<file path="config.mk">
export PLATFORM = sky130hd
export DESIGN_NAME = regfile_wb_arbiter
export DESIGN_NICKNAME = d
export VERILOG_FILES = /design/src/rtl/regfile_pkg.sv /design/src/rtl/regfile_wb_arbiter_rr.sv /design/src/rtl/regfile_wb_arbiter.sv
export SDC_FILE = /design/constraint.sdc
export NUM_CORES = 1
export LEC_CHECK = 0
export BUFFER_PORTS_ARGS = -buffer_cell sky130_fd_sc_hd__buf_2
export CORE_ASPECT_RATIO = 2
export CORE_MARGIN = 1
export CORE_UTILIZATION = 45
export DETAILED_ROUTE_END_ITERATION = 16
export PLACE_DENSITY = 0.82
export SYNTH_ARGS = -nofsm -noshare
export SYNTH_HDL_FRONTEND = slang
export SYNTH_SLANG_ARGS = --single-unit
</file>
<file path="constraint.sdc">
create_clock -name clk -period 1.55 [get_ports clk]
set_input_delay 0.2325 -clock clk [delete_from_list [all_inputs] [get_ports clk]]
set_output_delay 0.2325 -clock clk [all_outputs]
set_load 0.005 [all_outputs]
</file>
<file path="src/rtl/regfile_pkg.sv">
// rtl/regfile_pkg.sv - shared register-file widths and writeback request type
package regfile_pkg;
    localparam int REG_AW   = 5;
    localparam int REG_DW   = 32;
    localparam int NUM_REGS = 32;
    localparam logic [REG_AW-1:0] REG_ZERO = 5'd0;

    typedef struct packed {
        logic [REG_AW-1:0] addr;
        logic [REG_DW-1:0] data;
    } wb_req_t;
endpackage

</file>
<file path="src/rtl/regfile_wb_arbiter_rr.sv">
// rtl/regfile_wb_arbiter_rr.sv - round-robin arbiter with one-hot grant and index
module rr_arbiter #(
    parameter int  N  = 2,
    localparam int IW = (N > 1) ? $clog2(N) : 1
) (
    input  logic          clk,
    input  logic          rst_n,
    input  logic [N-1:0]  req,
    input  logic          en,
    output logic [N-1:0]  grant,
    output logic [IW-1:0] idx
);
    logic [IW-1:0] ptr;
    logic [IW-1:0] cand;
    logic          found;

    // Scan from the pointer and wrap, taking the first requester seen.
    always_comb begin
        grant = '0;
        idx   = '0;
        cand  = '0;
        found = 1'b0;
        for (int k = 0; k < N; k++) begin
            cand = IW'((int'(ptr) + k) % N);
            if (!found && req[cand]) begin
                found       = 1'b1;
                grant[cand] = 1'b1;
                idx         = cand;
            end
        end
    end

    always_ff @(posedge clk or negedge rst_n) begin
        if (!rst_n) begin
            ptr <= '0;
        end else if (en && found) begin
            ptr <= (int'(idx) == N - 1) ? '0 : idx + IW'(1);
        end
    end
endmodule

</file>
<file path="src/rtl/regfile_wb_arbiter.sv">
// rtl/regfile_wb_arbiter.sv - shares the register-file write port and tracks pending writes
module regfile_wb_arbiter
    import regfile_pkg::*;
#(
    parameter int  NREQ = 2,
    parameter int  DW   = REG_DW,
    parameter int  AW   = REG_AW,
    localparam int IW   = (NREQ > 1) ? $clog2(NREQ) : 1
) (
    input  logic                 clk,
    input  logic                 rst_n,
    input  logic [NREQ-1:0]      req_valid,
    output logic [NREQ-1:0]      req_ready,
    input  logic [NREQ*AW-1:0]   req_addr,
    input  logic [NREQ*DW-1:0]   req_data,
    input  logic                 sb_set,
    input  logic [AW-1:0]        sb_set_addr,
    output logic                 rf_we,
    output logic [AW-1:0]        rf_a3,
    output logic [DW-1:0]        rf_wd3,
    output logic [NUM_REGS-1:0]  busy
);
    logic [NREQ-1:0]     req_gated;
    logic [NREQ-1:0]     grant;
    logic [IW-1:0]       gidx;
    logic                hs;
    wb_req_t             sel;
    logic [NUM_REGS-1:0] busy_nxt;

    // No ready may be seen while reset is held, even though valid may be up.
    assign req_gated = rst_n ? req_valid : '0;

    rr_arbiter #(.N(NREQ)) u_arb (
        .clk   (clk),
        .rst_n (rst_n),
        .req   (req_gated),
        .en    (1'b1),
        .grant (grant),
        .idx   (gidx)
    );

    assign req_ready = grant;
    assign hs        = |grant;

    always_comb begin
        sel      = '0;
        sel.addr = req_addr[int'(gidx)*AW +: AW];
        sel.data = req_data[int'(gidx)*DW +: DW];
    end

    always_ff @(posedge clk or negedge rst_n) begin
        if (!rst_n) begin
            rf_we  <= 1'b0;
            rf_a3  <= '0;
            rf_wd3 <= '0;
        end else if (hs) begin
            rf_we  <= (sel.addr != REG_ZERO);
            rf_a3  <= sel.addr;
            rf_wd3 <= sel.data;
        end else begin
            rf_we  <= 1'b0;
        end
    end

    // Clear before set so a fresh issue to the committing register stays pending.
    always_comb begin
        busy_nxt = busy;
        if (rf_we) begin
            busy_nxt[rf_a3] = 1'b0;
        end
        if (sb_set && (sb_set_addr != REG_ZERO)) begin
            busy_nxt[sb_set_addr] = 1'b1;
        end
        busy_nxt[0] = 1'b0;
    end

    always_ff @(posedge clk or negedge rst_n) begin
        if (!rst_n) begin
            busy <= '0;
        end else begin
            busy <= busy_nxt;
        end
    end
endmodule

</file>
* After elaboration in Yosys (flattened, before gate mapping)
Index checks and enable logic that the tools add are counted.
W data, S select, Z words.
** Operators by class
- Add/sub/neg operators :: 2
- Multiply operators :: 1
- $lt $le $gt $ge :: 8
- Shift-type cells :: 2
- Mux-type cells :: 23
- Bitwise gates (word level) :: 4
- Reductions and logical operators :: 10
** Operators by type and width (number)
- $mux W32 :: 2
- $shiftx A64 B7 Y32 :: 1
- $and A32 B32 Y32 :: 1
- $not A32 Y32 :: 1
- $or A32 B32 Y32 :: 1
- $mux W1 :: 14
- $lt A5 B6 Y1 const B :: 2
- $demux W1 S5 :: 2
- $ge A5 B1 Y1 const B :: 2
- $reduce_bool A5 Y1 :: 2
- $shiftx A10 B5 Y5 :: 1
- $logic_and A1 B1 Y1 :: 6
- $mux W2 :: 3
- $lt A1 B2 Y1 const B :: 2
- $mul A1 B3 Y4 const B :: 1
- $add A1 B1 Y1 const B :: 2
- $demux W1 S1 :: 2
- $ge A1 B1 Y1 const B :: 2
- $or A2 B2 Y2 :: 1
- $reduce_or A2 Y1 :: 1
- $logic_not A1 Y1 :: 1
** Storage, ports and cells
- Bits in registers :: 70
- Input bits :: 84
- Output and inout bits :: 72
- Word-level logic and storage cells :: 55

* Depth between registers and ports, before layout
- Depth in word-level cells :: 11
- Depth in mapped cells :: 5
- Depth with buffers taken out :: 3

* Cells and area by module
Synthesis repeated with hierarchy kept, for this count alone.
** Unflattened totals
- Cells, all modules :: 298
- Area total of the unflattened synthesis :: 3106.7 sq um
** By module, submodules not included
- regfile_wb_arbiter :: times used 1, cells each 291, area each 3044.2 sq um, seq. area each 1726.7 sq um
- rr_arbiter :: times used 1, cells each 7, area each 62.6 sq um, seq. area each 25.0 sq um

* Least setup slack after synthesis
Ideal clock, no wire load.
- Path type :: flip-flop to flip-flop
- Start :: register u_arb.ptr
- End :: register rf_wd3[15]
- Setup time :: 126 ps
- Arrival time :: 1230 ps
- Data required time :: 1424 ps
- Path slack :: 194 ps
- Cell stages (with the launch flop) :: 6
- Buffers on the path :: 2
- Period minus slack after synthesis :: 1356 ps
- Path through :: dfrtp_1 > nand2b_2 > buf_6 > buf_6 > and3_1 > a221o_1
** Between the ends
- Longest elaborated chain between the ends :: 8
- Elaborated cells between the ends (all ways) :: 25
- Those cells by class :: 1 x add/sub; 4 x order compare; 1 x shift; 13 x mux; 1 x bitwise; 5 x reduce/logical
** RTL lines
- start, declared :: RTL line regfile_wb_arbiter_rr.sv:13 : logic [IW-1:0] ptr;
- start signal, assigned :: RTL line regfile_wb_arbiter_rr.sv:37 : ptr <= (int'(idx) == N - 1) ? '0 : idx + IW'(1);
- parallel branches: the longest is 8 deep, another holds $shiftx A64 B7 Y32
- end signal, assigned :: RTL line regfile_wb_arbiter.sv:59 : rf_wd3 <= sel.data;
- end, declared :: RTL line regfile_wb_arbiter.sv:20 : output logic [DW-1:0] rf_wd3,
Parallel ways; which one is timed is not known. The select of a mux whose other input is x is not followed.
A chain may end at the register's enable or synchronous reset.

* Final worst setup path
- Start :: register rf_a3[4]
- End :: register busy[5]
** Between the ends
- Longest elaborated chain between the ends :: 9
- Elaborated cells between the ends (all ways) :: 10
- Those cells by class :: 2 x order compare; 4 x mux; 3 x bitwise; 1 x reduce/logical
** RTL lines
- start, declared :: RTL line regfile_wb_arbiter.sv:19 : output logic [AW-1:0] rf_a3,
- start signal, assigned :: RTL line regfile_wb_arbiter.sv:58 : rf_a3 <= sel.addr;
- $lt A5 B6 Y1 (not written as such) or $ge A5 B1 Y1 (tied branches) :: RTL line regfile_wb_arbiter.sv:69 : busy_nxt[rf_a3] = 1'b0;
- $logic_and A1 B1 Y1 (not written as such) :: RTL line regfile_wb_arbiter.sv:69
- $mux W1 (not written as such) :: RTL line regfile_wb_arbiter.sv:69
- $demux W1 S5 * :: RTL line regfile_wb_arbiter.sv:69
- $not A32 Y32 (no line) *
- $and A32 B32 Y32 (no line) *
- $mux W32 * :: RTL line regfile_wb_arbiter.sv:68 : if (rf_we) begin
- $or A32 B32 Y32 (no line)
- $mux W32 * :: RTL line regfile_wb_arbiter.sv:71 : if (sb_set && (sb_set_addr != REG_ZERO)) begin
- named net busy_nxt[5] :: RTL line regfile_wb_arbiter.sv:28 : logic [NUM_REGS-1:0] busy_nxt;
- end signal, assigned :: RTL line regfile_wb_arbiter.sv:81 : busy <= busy_nxt;
- end, declared :: RTL line regfile_wb_arbiter.sv:21 : output logic [NUM_REGS-1:0] busy
Mark *: on every way through the listed nets, which the timed path passes. The rest lies on a longest branch.

==> results.yml <==
status:
  outcome: "complete, no violations"
routing:
  final_antenna_net_count: 0
  detail_route.vias_per_cell: 5.66
  wire_per_inst_um: 16.7
  wl_mm: 8.83
  route.detailed.drc: 0
  vias: 2999
  first_pass_iters: 5
  drtIter0Drc: 217
global_routing:
  top_usage_layer: "met2"
  grt_max_degree: 33
  grtUsageMet1_pct: 27.4
  grt_antenna_before_repair: 0
  grt_pass1_wl_mm: 13.9
  gr-total-overflow: 0
  grt_util_met2_pct: 46.7
  grt_pass1_vias: 2942
  groute.usage.overall_pct: 26.3
  use_met3_pct: 6.84
placed_design:
  gp_congestion: 0.916
  port_buffers: 154
  post_dp_cell_area_mm2: 0.00394
  place_ws_ns: 0.0779
  dpl.hpwl_mm: 6.58
yosys:
  synth_top_family_by_area: "compound AO/OA/AOI/OAI gates"
  ys_types: 26
  synth_xor_area_share_pct: 0
  async_flop_share_pct: 100
  syn_area_mm2: 0.00307
  synth_top_cell_by_area: "dfrtp_1"
  synth-edff-count: 0
  synth_nets: 359
  synth_ff_type: "dfrtp_1"
  netlist_instances: 275
  synth.area.mux_share_pct: 0
  synth_simple_gate_area_share_pct: 15.5
  ys.warnings.count: 0
  synth_compound_area_share_pct: 23.8
  synth_top_area_share_pct: 57.0
  synthAdderAreaFrac_pct: 0
  synth_most_common_cell: "dfrtp_1"
  postSynthAreaPerCell_um2: 11.2
  synth_area_leaders: "dfrtp_1 57%, o21ai_0 11%, a221o_1 10%"
  synthTopCellsByCount: "70 x dfrtp_1, 67 x o21ai_0, 32 x a221o_1, 32 x and3_1, 10 x nand3b_1"
  yosysSeqAreaShare_pct: 57.0
  synth-seq-cells: 70
clock_network:
  clock_path_buffers: 2
  clk_latency_ns: 0.32
  cts_tree: "done"
  cts_made_buffers: 9
  htreeDepth: 3
  cts_sinks: 70
  cts.root.buffer_cell: "clkbuf_16"
  cts.clk_slew.worst_paths_ns: 0.05
layout:
  postLayoutCellArea_mm2: 0.00429
  syn2layout_area_growth_pct: 39.7
  diodes: 0
  nets: 522
  drive_gt1_share_pct: 43.4
  final_core_util_pct: 64.8
die:
  die_w_um: 60.4
  die_area_mm2: 0.00718
  core_mm2: 0.00662
  start_util_pct: 46.4
  rows: 42
  die_h_um: 119
  io_pins: 156
setup_path:
  cp.arrival_ns: 1.66
  cp_common_cell: "o21ai_0"
  cpPeakStageDelay_ns: 0.55
  crit_path_end_kind: "register"
  critical_path_required_ns: 1.73
  crit_type: "reg -> reg"
  critPathLaunchType: "register"
  cp_cell_sequence: "or3b_2, o21ai_0, o21ai_0"
  crit_buf_inv: 0
  cp_top_family: "simple AND/OR/NAND/NOR gates"
  worstPathMaxFanout: 10
  cpMaxStageDelayCell: "or3b_2"
sta:
  fin_crit_sh_pct: 95.6
  worst_slack_ns: 0.0677
  finClkSkew_ns: 0.00641
  fin_setup_tns_ns: 0
  timing_max_transition_violations_final: 0
  rsz0062_at_grt: "no"
  setup_viol: 0
  post-route-min-period_ns: 1.48
  finalHoldViolCount: 0
  clock.fmax_ghz: 0.675
power_and_ir_drop:
  power_density_mw_per_mm2: 1420
  leakage_uw: 0.00208
  ir_worst_vdd_mv: 0.775
hold_path:
  hold_path_class: "in -> async"
run:
  max_cap_viol_count: 0
==> cells in the final DEF (no fill, tap or decap), drive strengths merged <==
master       count
a21oi            3
a221o           32
a22o             1
a31oi            5
and2             1
and3            32
buf            166
bufbuf           1
clkbuf          15
conb             1
dfrtp           70
dlygate4sd3      1
nand2            4
nand2b           1
nand3            9
nand3b          10
nor2             9
nor2b            1
nor3             2
o21a             1
o21ai           68
or3              2
or3b             7
==> power breakdown <==
part	switching [µW]	total [µW]	internal, µW
registers	292	2650	2360
clock network	669	1920	1250
logic	724	1510	786
==> cell type report <==
type,instances,area [µm²]
Clock buffer,15,288
Tap cell,88,110
Fill cell,577,2330
Multi-Input combinational cell,189,1230
Timing Repair Buffer,168,916
Sequential cell,70,1750
==> stage by stage <==
stage	instances	hold WS (ns)	power [µW]
detailed placement	511	0.265	4160
finish	530	0.0271	6080
CTS	531	0.0145	6130
global placement	511	0.251	4090
floorplan	275	-0.0631	3290
global route	530	0.0502	6480
==> worst reg2reg max path, delay by kind of cell (launching register included) <==
| family | cells | cell delay [ns] |
|---|---|---|
| DFF | 1 | 0.49 |
| AOI/OAI and AO/OA | 2 | 0.31 |
| and+or+nand+nor | 1 | 0.55 |
==> what timing repair did <==
item | in CTS | in global routing
setup buffers | 3 | 0
hold endpoints to repair | 12 | 0
endpoints found under the setup margin | 1 | 2
resized for setup | 2 | 1
cloned | 1 | 0
hold buffers | 1 | 0
pin swaps | 1 | 1
==> per-layer routing <==
metal	vias up	share of wire, %
li1	1398	-
met1	1431	35
met2	155	56
met3	15	6.6
met4	0	2.3
met5	-	0
==> state kept, by name, indices dropped and copies added (netlist names) <==
register	cells
rf_a3	5
rf_wd3	32
busy	31
u_arb.ptr	1
rf_we	1
==> cell families (layout without fill, tap and decap cells) <==
logic type	Yosys count	in the layout
and+or+nand+nor	78	78
DFF	70	70
other	1	1
AOI/OAI and AO/OA	110	110
buffers and inverters	16	183
==> path summary, 6_finish.rpt <==
| kind | from | endpoint | slack [ns] | depth (start not counted) |
|---|---|---|---|---|
| max | rf_a3[4] | busy[5] | 0.07 | 3 |
| min | rst_n | rf_we | 0.03 | 2 |
| max reg2reg | rf_a3[4] | busy[5] | 0.07 | 3 |
| min reg2reg | busy[14] | busy[14] | 0.50 | 2 |
| max in group asynchronous | rst_n | busy[9] | 0.89 | 3 |
| min in group clk | req_data[21] | rf_wd3[21] | 0.14 | 2 |
Note: power is estimated with default switching activity, not from simulation.
